[src/rtl/cpu_pkg.sv]
// ----------------------------------------------------------------------------
// cpu_pkg
// Shared definitions for the MIPS pipeline memory/write-back stage:
//   - opcode constants for the supported memory instructions
//   - write-back stage FSM state encoding
//   - memory-operation classification helper
// No ports (package).
// ----------------------------------------------------------------------------
package cpu_pkg;

    localparam logic [5:0] OP_SPECIAL = 6'b000000;
    localparam logic [5:0] OP_LB      = 6'b100000;
    localparam logic [5:0] OP_LW      = 6'b100011;
    localparam logic [5:0] OP_SB      = 6'b101000;
    localparam logic [5:0] OP_SW      = 6'b101011;

    localparam logic [4:0] REG_ZERO   = 5'd0;

    typedef enum logic [1:0] {
        IDLE   = 2'd0,
        ACCESS = 2'd1,
        WB     = 2'd2
    } wb_state_t;

    typedef enum logic [1:0] {
        MEM_NONE  = 2'd0,
        MEM_LOAD  = 2'd1,
        MEM_STORE = 2'd2
    } mem_kind_t;

    // Only the four supported opcodes become bus accesses; any other opcode
    // carrying a memory flag falls back to a plain register-result op.
    // A load flag on a load opcode wins over a simultaneous store flag.
    function automatic mem_kind_t mem_kind(input logic [5:0] op,
                                           input logic       rd,
                                           input logic       wr);
        if (rd && (op == OP_LW || op == OP_LB))
            return MEM_LOAD;
        if (wr && (op == OP_SW || op == OP_SB))
            return MEM_STORE;
        return MEM_NONE;
    endfunction

endpackage

[src/rtl/mem_byte_lane.sv]
// ----------------------------------------------------------------------------
// mem_byte_lane
// Combinational little-endian byte-lane steering for the data-memory bus.
//   sb_op      in  1   store-byte: enable a single lane and replicate the byte
//   lb_op      in  1   load-byte: sign-extend the selected byte
//   offset     in  2   byte offset inside the word (lane k = bits [8k+7:8k])
//   store_data in  32  register value to store
//   rdata      in  32  word returned by memory
//   be         out 4   byte enables
//   wdata      out 32  bus write data
//   load_data  out 32  formatted register write-back value
// ----------------------------------------------------------------------------
module mem_byte_lane (
    input  logic        sb_op,
    input  logic        lb_op,
    input  logic [1:0]  offset,
    input  logic [31:0] store_data,
    input  logic [31:0] rdata,
    output logic [3:0]  be,
    output logic [31:0] wdata,
    output logic [31:0] load_data
);

    logic [7:0] sel_byte;

    always_comb begin
        sel_byte = rdata[7:0];
        case (offset)
            2'd0:    sel_byte = rdata[7:0];
            2'd1:    sel_byte = rdata[15:8];
            2'd2:    sel_byte = rdata[23:16];
            default: sel_byte = rdata[31:24];
        endcase
    end

    // Byte stores replicate the byte on every lane so memory can pick it up
    // from whichever lane the enable selects.
    assign be        = sb_op ? (4'b0001 << offset) : 4'b1111;
    assign wdata     = sb_op ? {4{store_data[7:0]}} : store_data;
    assign load_data = lb_op ? {{24{sel_byte[7]}}, sel_byte} : rdata;

endmodule

[src/rtl/mem_wb_unit.sv]
// ----------------------------------------------------------------------------
// mem_wb_unit
// Memory-access and write-back stage of the MIPS pipeline. Executes LW/LB/
// SW/SB over a single-outstanding req/ack bus and drives the register-file
// write port consumed by the decode stage.
//
// Optional build macro: MEM_ALIGN_CHECK_EN -- misaligned LW/SW are dropped
// and flagged on addr_err; otherwise addr_err is tied 0 and the low address
// bits of word ops are ignored.
//
// Ports:
//   clk, rst                      clock, synchronous active-high reset
//   in_valid/in_op/in_reg_write/in_mem_read/in_mem_write/in_dest/
//   in_result/in_store_data       instruction from EX
//   stall                         high while busy; EX must hold
//   mem_req/mem_we/mem_addr/mem_be/mem_wdata   data-memory request
//   mem_rdata/mem_ack             data-memory response
//   reg_write/write_reg/write_data             register-file write port
//   addr_err                      misaligned word access (optional feature)
//
// EX handshake: an instruction transfers on a rising edge where in_valid=1
// and stall=0. stall is registered (stall = state != IDLE), so it rises the
// cycle after a memory op is accepted; EX holds its outputs while it is high.
// Memory handshake: mem_req and all bus fields stay stable until an edge
// with mem_ack=1; mem_ack is ignored while mem_req=0.
// ----------------------------------------------------------------------------
module mem_wb_unit
    import cpu_pkg::*;
#(
    parameter int ADDR_W = 32,
    parameter int DATA_W = 32
) (
    input  logic              clk,
    input  logic              rst,
    input  logic              in_valid,
    input  logic [5:0]        in_op,
    input  logic              in_reg_write,
    input  logic              in_mem_read,
    input  logic              in_mem_write,
    input  logic [4:0]        in_dest,
    input  logic [DATA_W-1:0] in_result,
    input  logic [DATA_W-1:0] in_store_data,
    output logic              stall,
    output logic              mem_req,
    output logic              mem_we,
    output logic [ADDR_W-1:0] mem_addr,
    output logic [3:0]        mem_be,
    output logic [DATA_W-1:0] mem_wdata,
    input  logic [DATA_W-1:0] mem_rdata,
    input  logic              mem_ack,
    output logic              reg_write,
    output logic [4:0]        write_reg,
    output logic [DATA_W-1:0] write_data,
    output logic              addr_err
);

    wb_state_t         state_q, state_d;
    logic              stall_q, stall_d;
    logic              mem_req_q, mem_req_d;
    logic              mem_we_q, mem_we_d;
    logic [ADDR_W-1:0] mem_addr_q, mem_addr_d;
    logic [3:0]        mem_be_q, mem_be_d;
    logic [DATA_W-1:0] mem_wdata_q, mem_wdata_d;
    logic              reg_write_q, reg_write_d;
    logic [4:0]        write_reg_q, write_reg_d;
    logic [DATA_W-1:0] write_data_q, write_data_d;

    // Latched context of the in-flight memory op.
    logic              lb_q, lb_d;
    logic [1:0]        off_q, off_d;
    logic [4:0]        dest_q, dest_d;

    mem_kind_t         kind;
    logic [1:0]        lane_off;
    logic              lane_sb;
    logic [3:0]        lane_be;
    logic [31:0]       lane_wdata;
    logic [31:0]       lane_load;

    assign kind = mem_kind(in_op, in_mem_read, in_mem_write);

    // In IDLE the lanes format the incoming store; afterwards they format
    // the returning load data using the latched offset.
    assign lane_off = (state_q == IDLE) ? in_result[1:0] : off_q;
    assign lane_sb  = (in_op == OP_SB);

    mem_byte_lane u_lane (
        .sb_op      (lane_sb),
        .lb_op      (lb_q),
        .offset     (lane_off),
        .store_data (in_store_data),
        .rdata      (mem_rdata),
        .be         (lane_be),
        .wdata      (lane_wdata),
        .load_data  (lane_load)
    );

`ifdef MEM_ALIGN_CHECK_EN
    logic misaligned;
    logic addr_err_q;

    assign misaligned = (kind != MEM_NONE) && (in_op == OP_LW || in_op == OP_SW)
                        && (in_result[1:0] != 2'b00);

    always_ff @(posedge clk) begin
        if (rst)
            addr_err_q <= 1'b0;
        else
            addr_err_q <= (state_q == IDLE) && in_valid && misaligned;
    end

    assign addr_err = addr_err_q;
`else
    assign addr_err = 1'b0;
`endif

    always_comb begin
        state_d      = state_q;
        mem_req_d    = mem_req_q;
        mem_we_d     = mem_we_q;
        mem_addr_d   = mem_addr_q;
        mem_be_d     = mem_be_q;
        mem_wdata_d  = mem_wdata_q;
        reg_write_d  = 1'b0;
        write_reg_d  = write_reg_q;
        write_data_d = write_data_q;
        lb_d         = lb_q;
        off_d        = off_q;
        dest_d       = dest_q;

        case (state_q)
            IDLE: begin
                if (in_valid) begin
                    if (kind == MEM_NONE) begin
                        reg_write_d  = in_reg_write && (in_dest != REG_ZERO);
                        write_reg_d  = in_dest;
                        write_data_d = in_result;
                    end
`ifdef MEM_ALIGN_CHECK_EN
                    else if (misaligned) begin
                        // Dropped: no bus access, no write-back; addr_err
                        // is raised by its own register.
                    end
`endif
                    else begin
                        state_d     = ACCESS;
                        mem_req_d   = 1'b1;
                        mem_we_d    = (kind == MEM_STORE);
                        mem_addr_d  = {in_result[ADDR_W-1:2], 2'b00};
                        mem_be_d    = (kind == MEM_STORE) ? lane_be : 4'b1111;
                        mem_wdata_d = (kind == MEM_STORE) ? lane_wdata : '0;
                        lb_d        = (in_op == OP_LB);
                        off_d       = in_result[1:0];
                        dest_d      = in_dest;
                    end
                end
            end

            ACCESS: begin
                if (mem_ack) begin
                    mem_req_d = 1'b0;
                    mem_we_d  = 1'b0;
                    if (mem_we_q) begin
                        state_d = IDLE;
                    end else begin
                        // Load data is captured here so the write strobe
                        // is high during the WB cycle.
                        state_d      = WB;
                        reg_write_d  = (dest_q != REG_ZERO);
                        write_reg_d  = dest_q;
                        write_data_d = lane_load;
                    end
                end
            end

            WB: begin
                state_d = IDLE;
            end

            default: begin
                state_d   = IDLE;
                mem_req_d = 1'b0;
                mem_we_d  = 1'b0;
            end
        endcase

        stall_d = (state_d != IDLE);
    end

    always_ff @(posedge clk) begin
        if (rst) begin
            state_q      <= IDLE;
            stall_q      <= 1'b0;
            mem_req_q    <= 1'b0;
            mem_we_q     <= 1'b0;
            mem_addr_q   <= '0;
            mem_be_q     <= '0;
            mem_wdata_q  <= '0;
            reg_write_q  <= 1'b0;
            write_reg_q  <= '0;
            write_data_q <= '0;
            lb_q         <= 1'b0;
            off_q        <= '0;
            dest_q       <= '0;
        end else begin
            state_q      <= state_d;
            stall_q      <= stall_d;
            mem_req_q    <= mem_req_d;
            mem_we_q     <= mem_we_d;
            mem_addr_q   <= mem_addr_d;
            mem_be_q     <= mem_be_d;
            mem_wdata_q  <= mem_wdata_d;
            reg_write_q  <= reg_write_d;
            write_reg_q  <= write_reg_d;
            write_data_q <= write_data_d;
            lb_q         <= lb_d;
            off_q        <= off_d;
            dest_q       <= dest_d;
        end
    end

    assign stall      = stall_q;
    assign mem_req    = mem_req_q;
    assign mem_we     = mem_we_q;
    assign mem_addr   = mem_addr_q;
    assign mem_be     = mem_be_q;
    assign mem_wdata  = mem_wdata_q;
    assign reg_write  = reg_write_q;
    assign write_reg  = write_reg_q;
    assign write_data = write_data_q;

endmodule

[config.mk]
export PLATFORM = sky130hd
export DESIGN_NAME = mem_wb_unit
export DESIGN_NICKNAME = d
export VERILOG_FILES = /design/src/rtl/cpu_pkg.sv /design/src/rtl/mem_byte_lane.sv /design/src/rtl/mem_wb_unit.sv
export SDC_FILE = /design/constraint.sdc
export NUM_CORES = 1
export LEC_CHECK = 0
export BUFFER_PORTS_ARGS = -buffer_cell sky130_fd_sc_hd__buf_2
export CORE_MARGIN = 8
export CORE_UTILIZATION = 49
export CTS_BUF_LIST = sky130_fd_sc_hd__clkbuf_4 sky130_fd_sc_hd__clkbuf_8
export DETAILED_ROUTE_END_ITERATION = 16
export PLACE_DENSITY = 0.8
export SETUP_SLACK_MARGIN = 0.5
export SKIP_LAST_GASP = 1
export SLEW_MARGIN = 20
export SYNTH_ARGS = -nofsm -noshare
export SYNTH_HDL_FRONTEND = slang
export SYNTH_SLANG_ARGS = --single-unit
[constraint.sdc]
create_clock -name clk -period 2.9 [get_ports clk]
set_clock_uncertainty 0.1 [all_clocks]
set_input_delay 0.58 -clock clk [delete_from_list [all_inputs] [get_ports clk]]
set_output_delay 0.58 -clock clk [all_outputs]
set_load 0.1 [all_outputs]
; Word level (Yosys, flattened, before mapping)
; Index checks and enable logic that the tools add are counted.
[word_totals]
ff_bits = 117
input_bits = 114
output_inout_bits = 110
wordCells = 86
[op_classes]
eq_ne = 14
shift = 1
mux = 41
n_bitwise = 2
n_reduce_logical = 15
[ops]
columns = operator, count
row1 = $mux W32, 7
row2 = $pmux W32 S2, 1
row3 = $eq A6 B6 Y1 const B, 4
row4 = $pmux W8 S3, 1
row5 = $mux W5, 4
row6 = $mux W2, 9
row7 = $mux W1, 12
row8 = $pmux W5 S2, 1
row9 = $reduce_bool A5 Y1, 2
row10 = $mux W4, 2
row11 = $ne A2 B2 Y1 const B, 4
row12 = $eq A2 B2 Y1 const B, 3
row13 = $logic_not A2 Y1, 3
row14 = $pmux W1 S3, 2
row15 = $reduce_and A5 Y1, 1
row16 = $eq A2 B1 Y1 const B, 2
row17 = $pmux W2 S2, 1
row18 = $reduce_and A4 Y1, 1
row19 = $reduce_bool A2 Y1, 2
row20 = $shl A1 B2 Y4 const A, 1
row21 = $logic_and A1 B1 Y1, 3
row22 = $reduce_and A3 Y1, 1
row23 = $logic_or A1 B1 Y1, 2
row24 = $ne A2 B1 Y1 const B, 1
row25 = 2 further kinds, 3

; Depth between registers and ports, before layout
[depth]
ltp_word = 12
ltp_mapped = 9
ltp_nobuf = 5

; Cells and area by module
; A second synthesis with hierarchy kept.
[unflattened]
hier_cells = 643
hier_area_um2 = 5604.1
[by_module_without_submodules]
columns = mod, instances, cells_each, area_each_um2
row1 = mem_wb_unit, 1, 468, 4581.9
row2 = mem_byte_lane, 1, 175, 1022.2

; Worst setup path before layout
; No wires, ideal clock.
[synth_timing]
kind = reg2reg
startpoint = register mem_we_q (netlist: mem_we)
endpoint = register write_data_q[21] (netlist: write_data[21])
setup_time_ps = 79
arrival_ps = 2156
setup_slack_ps = 564
stages_incl_launch_ff = 7
n_path_buf = 1
synth_period_minus_slack_ps = 2336
cell_sequence = dfxtp_1 -> nand2b_1 -> nor2_1 -> nor3_2 -> clkbuf_1 -> a221oi_1 -> a22oi_1
[synth_between]
elab_chain_cells = 2
[synth_lines]
columns = element, line_no
row1 = from (decl), mem_wb_unit.sv:60  ; logic mem_we_q, mem_we_d;
row2 = from (signal assigned), mem_wb_unit.sv:209  ; mem_we_q <= mem_we_d;
row3 = $ne A2 B2 Y1 (no source line), --
row4 = $reduce_and A5 Y1 (no source line), --
row5 = to (signal assigned), mem_wb_unit.sv:215  ; write_data_q <= write_data_d;
row6 = to (decl), mem_wb_unit.sv:66  ; logic [DATA_W-1:0] write_data_q, write_data_d;
; Every way passes these cells.
; A chain may end at the register's enable or synchronous reset.

; Worst setup path in the final report
[layout_timing]
startpoint = register state_q[1]
endpoint = register write_data_q[23] (netlist: write_data[23])
[layout_between]
elab_chain_cells = 8
[layout_lines]
columns = element, line_no
row1 = from (decl), mem_wb_unit.sv:57  ; wb_state_t state_q, state_d;
row2 = from (signal assigned), mem_wb_unit.sv:206  ; state_q <= state_d;
row3 = $logic_not A2 Y1, "mem_wb_unit.sv:84, mem_wb_unit.sv:131"
row4 = $mux W2, mem_wb_unit.sv:84  ; assign lane_off = (state_q == IDLE) ? in_result[1:0] : off_q;
row5 = "$eq A2 B2 Y1, or another cell as far along", mem_byte_lane.sv:28  ; case (offset)
row6 = $pmux W8 S3, mem_byte_lane.sv:28
row7 = $mux W32, mem_byte_lane.sv:40  ; assign load_data = lb_op ? {{24{sel_byte[7]}}, sel_byte} : rdata;
row8 = $mux W32, mem_wb_unit.sv:163  ; if (mem_we_q) begin
row9 = $mux W32, mem_wb_unit.sv:160  ; if (mem_ack) begin
row10 = $pmux W32 S2, mem_wb_unit.sv:131  ; case (state_q)
; Parallel ways exist; a longest one is shown, timed or not. The select of a mux whose other input is x is not followed.

==> results.py <==
metrics = {
    "cells_and_area": {
        "nNetsFinal": 958,
        "syn2layout_area_growth_pct": 30.4,
        "design_area_um2": 6860,
        "drive_gt1_share_pct": 35.5,
        "final_util_pct": 64.4,
    },
    "power_and_ir_drop": {
        "p_leak_nw": 3.01,
        "power.internal_w": 0.00275,
        "ir_drop_mv": 0.296,
        "swShare_pct": 30.6,
        "power.switching_w": 0.00121,
        "p_seq_share_pct": 42.6,
        "pwr-share-clk_pct": 40.1,
        "pwr-share-comb_pct": 17.4,
        "p_per_area_nw_per_um2": 576,
    },
    "clock_network": {
        "root_buffer": "clkbuf_8",
        "clk_latency_ns": 0.43,
        "postCtsSetupRepairBufs": 0,
        "clock_path_buffers": 2,
        "cts_resized": 0,
        "clkTransAtPathRegs_ns": 0.07,
        "cts_buffers": 17,
        "htreeDepth": 4,
        "clkSinkCount": 117,
        "cts-hold-fix-buffers": 0,
        "tritoncts": "built",
    },
    "worst_hold_path": {
        "hp-class": "input pin to register",
    },
    "outcome": {
        "status": "finished, final reports clean",
    },
    "timing": {
        "slew_violations": 0,
        "final-hold-violation-count": 0,
        "period_share_pct": 78.5,
        "timing.fmax_mhz": 439,
        "rsz0062_at_grt": "false",
        "finalSetupTns_ns": 0,
        "slew_headroom_pct": 36.3,
        "finalCriticalPeriod_ns": 2.28,
        "tightest_slew_ns": 0.955,
        "setup_viol": 0,
    },
    "grt": {
        "grt_antenna_before_repair": 1,
        "grt_pass1_vias": 5734,
        "grt_max_degree": 81,
        "grt_pass1_wl_um": 29300,
        "grt_use_total_pct": 25.3,
        "overflow": 0,
    },
    "yosys": {
        "synth_common_cells": "nand2_1 (170), dfxtp_1 (117), a21oi_1 (57), clkbuf_1 (43), a22oi_1 (32)",
        "synth_edf_count": 0,
        "synth_warnings": 0,
        "synth.most_common_cell": "nand2_1",
        "seq_area_frac_synth_pct": 44.5,
        "syn_area_um2": 5260,
        "ys_types": 50,
        "yosysTopAreaCell": "dfxtp_1",
        "ys.flop_type": "dfxtp_1",
        "synth_top_area_share_pct": 44.5,
        "avgSynthCellArea_um2": 8.15,
        "ys_ff_latch": 117,
        "syn_inst": 646,
        "netlist_top_cells_area": "dfxtp_1 (45%), nand2_1 (12%), a21oi_1 (5.4%)",
        "async_flop_share_pct": 0,
    },
    "floorplanning": {
        "boundaryPins": 224,
        "chipWidth_um": 120,
        "start_util_pct": 49.4,
        "rows": 38,
        "die_area_um2": 14300,
        "die_y_um": 120,
        "core_um2": 10700,
    },
    "critical_path": {
        "end_kind": "register",
        "path_class": "register to register",
        "critPathArrivalTime_ns": 2.52,
        "critical_path_peak_fanout": 14,
        "worst_setup_path_start_kind": "register",
        "required_ns": 3.14,
    },
    "placed_design": {
        "portBuffers": 220,
        "placed_cell_area_um2": 6410,
        "gp_congestion": 0.924,
        "dp_hpwl_um": 14100,
    },
    "route": {
        "wirelength_um": 18800,
        "drt-initial-drc-count": 603,
        "dr.pass1.iters": 5,
        "drc_errors": 0,
        "viasPerCell": 5.81,
        "antenna_left": 0,
        "vias": 5808,
        "wl_per_cell_um": 18.9,
    },
    "run": {
        "drv_cap": 0,
    },
}
cell type report:
type	count	area [µm²]
inverters	3	11.3
fillers	935	3790
diodes	2	5.00
repair buffers	237	1230
flip-flops and latches	117	2340
clock buffers	23	298
clock inverters	9	125
multi-input cells	468	2670
well taps	140	175
per-layer routing:
layer	part of all wire, %	vias to the layer above	GRT usage (%)
met4	3.2	0	11.1
met2	46	334	40.1
met1	40	2714	29.2
met5	0	-	0
li1	-	2713	-
met3	11	47	10.8
worst paths after layout:
| kind | from | endpoint | slack [ns] | depth (start not counted) |
|---|---|---|---|---|
| hold reg to reg | mem_req | mem_req | 0.36 | 2 |
| setup reg to reg | state_q[1] | write_data[23] | 0.62 | 6 |
| setup / recovery | state_q[1] | write_data[23] | 0.62 | 6 |
| hold / removal | in_result[20] | mem_addr[20] | 0.29 | 3 |
placed cells by master (no fill, tap or decap), types with 5 or more instances in the layout:
cell type / netlist / layout
nor3_1: 6 / 6
o21ai_0: 29 / 29
nor2_1: 24 / 22
a21oi_1: 57 / 57
a21oi_2: 19 / 19
a221o_1: 5 / 5
a221oi_1: 25 / 23
buf_2: 4 / 219
dfxtp_1: 117 / 116
clkbuf_8: 0 / 20
a21o_1: 24 / 24
a311oi_1: 6 / 6
a22oi_1: 32 / 32
o22ai_1: 13 / 13
nand2_1: 170 / 170
buf_4: 5 / 17
a32o_1: 5 / 5
stage by stage:
| step | hold WS [ns] | instances | power [W] | setup WS (ns) |
|---|---|---|---|---|
| 2_1_floorplan | 0.344 | 648 | 0.00220 | 0.564 |
| 3_3_place_gp | 0.338 | 965 | 0.00239 | 0.392 |
| 3_5_place_dp | 0.345 | 965 | 0.00240 | 0.325 |
| 4_1_cts | 0.264 | 997 | 0.00397 | 0.511 |
| 5_1_grt | 0.257 | 998 | 0.00409 | 0.502 |
| 6_report | 0.287 | 999 | 0.00396 | 0.623 |
power by group through the flow:
stage                     Clock [W]  Sequential, W  Combinational (W)
after global placement            0        0.00172           0.000671
after global routing        0.00169        0.00169           0.000717
final                       0.00159        0.00168           0.000686
after floorplan                   0        0.00203           0.000169
after CTS                   0.00161        0.00168           0.000681
after detailed placement          0        0.00172           0.000678
logic make-up after synthesis:
| logic type | share of synthesized area, % |
|---|---|
| and+or+nand+nor | 18.2 |
| xor gates and xnor gates | 0.333 |
| DFF | 44.5 |
| other | 0.0713 |
| buffers and inverters | 5.52 |
| muxes | 1.19 |
| AOI/OAI and AO/OA | 30.2 |
critical path, cell delays in order (launching register included):
cell and delay [ns]:
dfxtp_1 0.41, nor2_2 0.25, mux2_2 0.49, mux2i_1 0.20, a211o_1 0.34, buf_4 0.19
a22oi_1 0.20
Note: power is estimated with default switching activity, not from simulation.
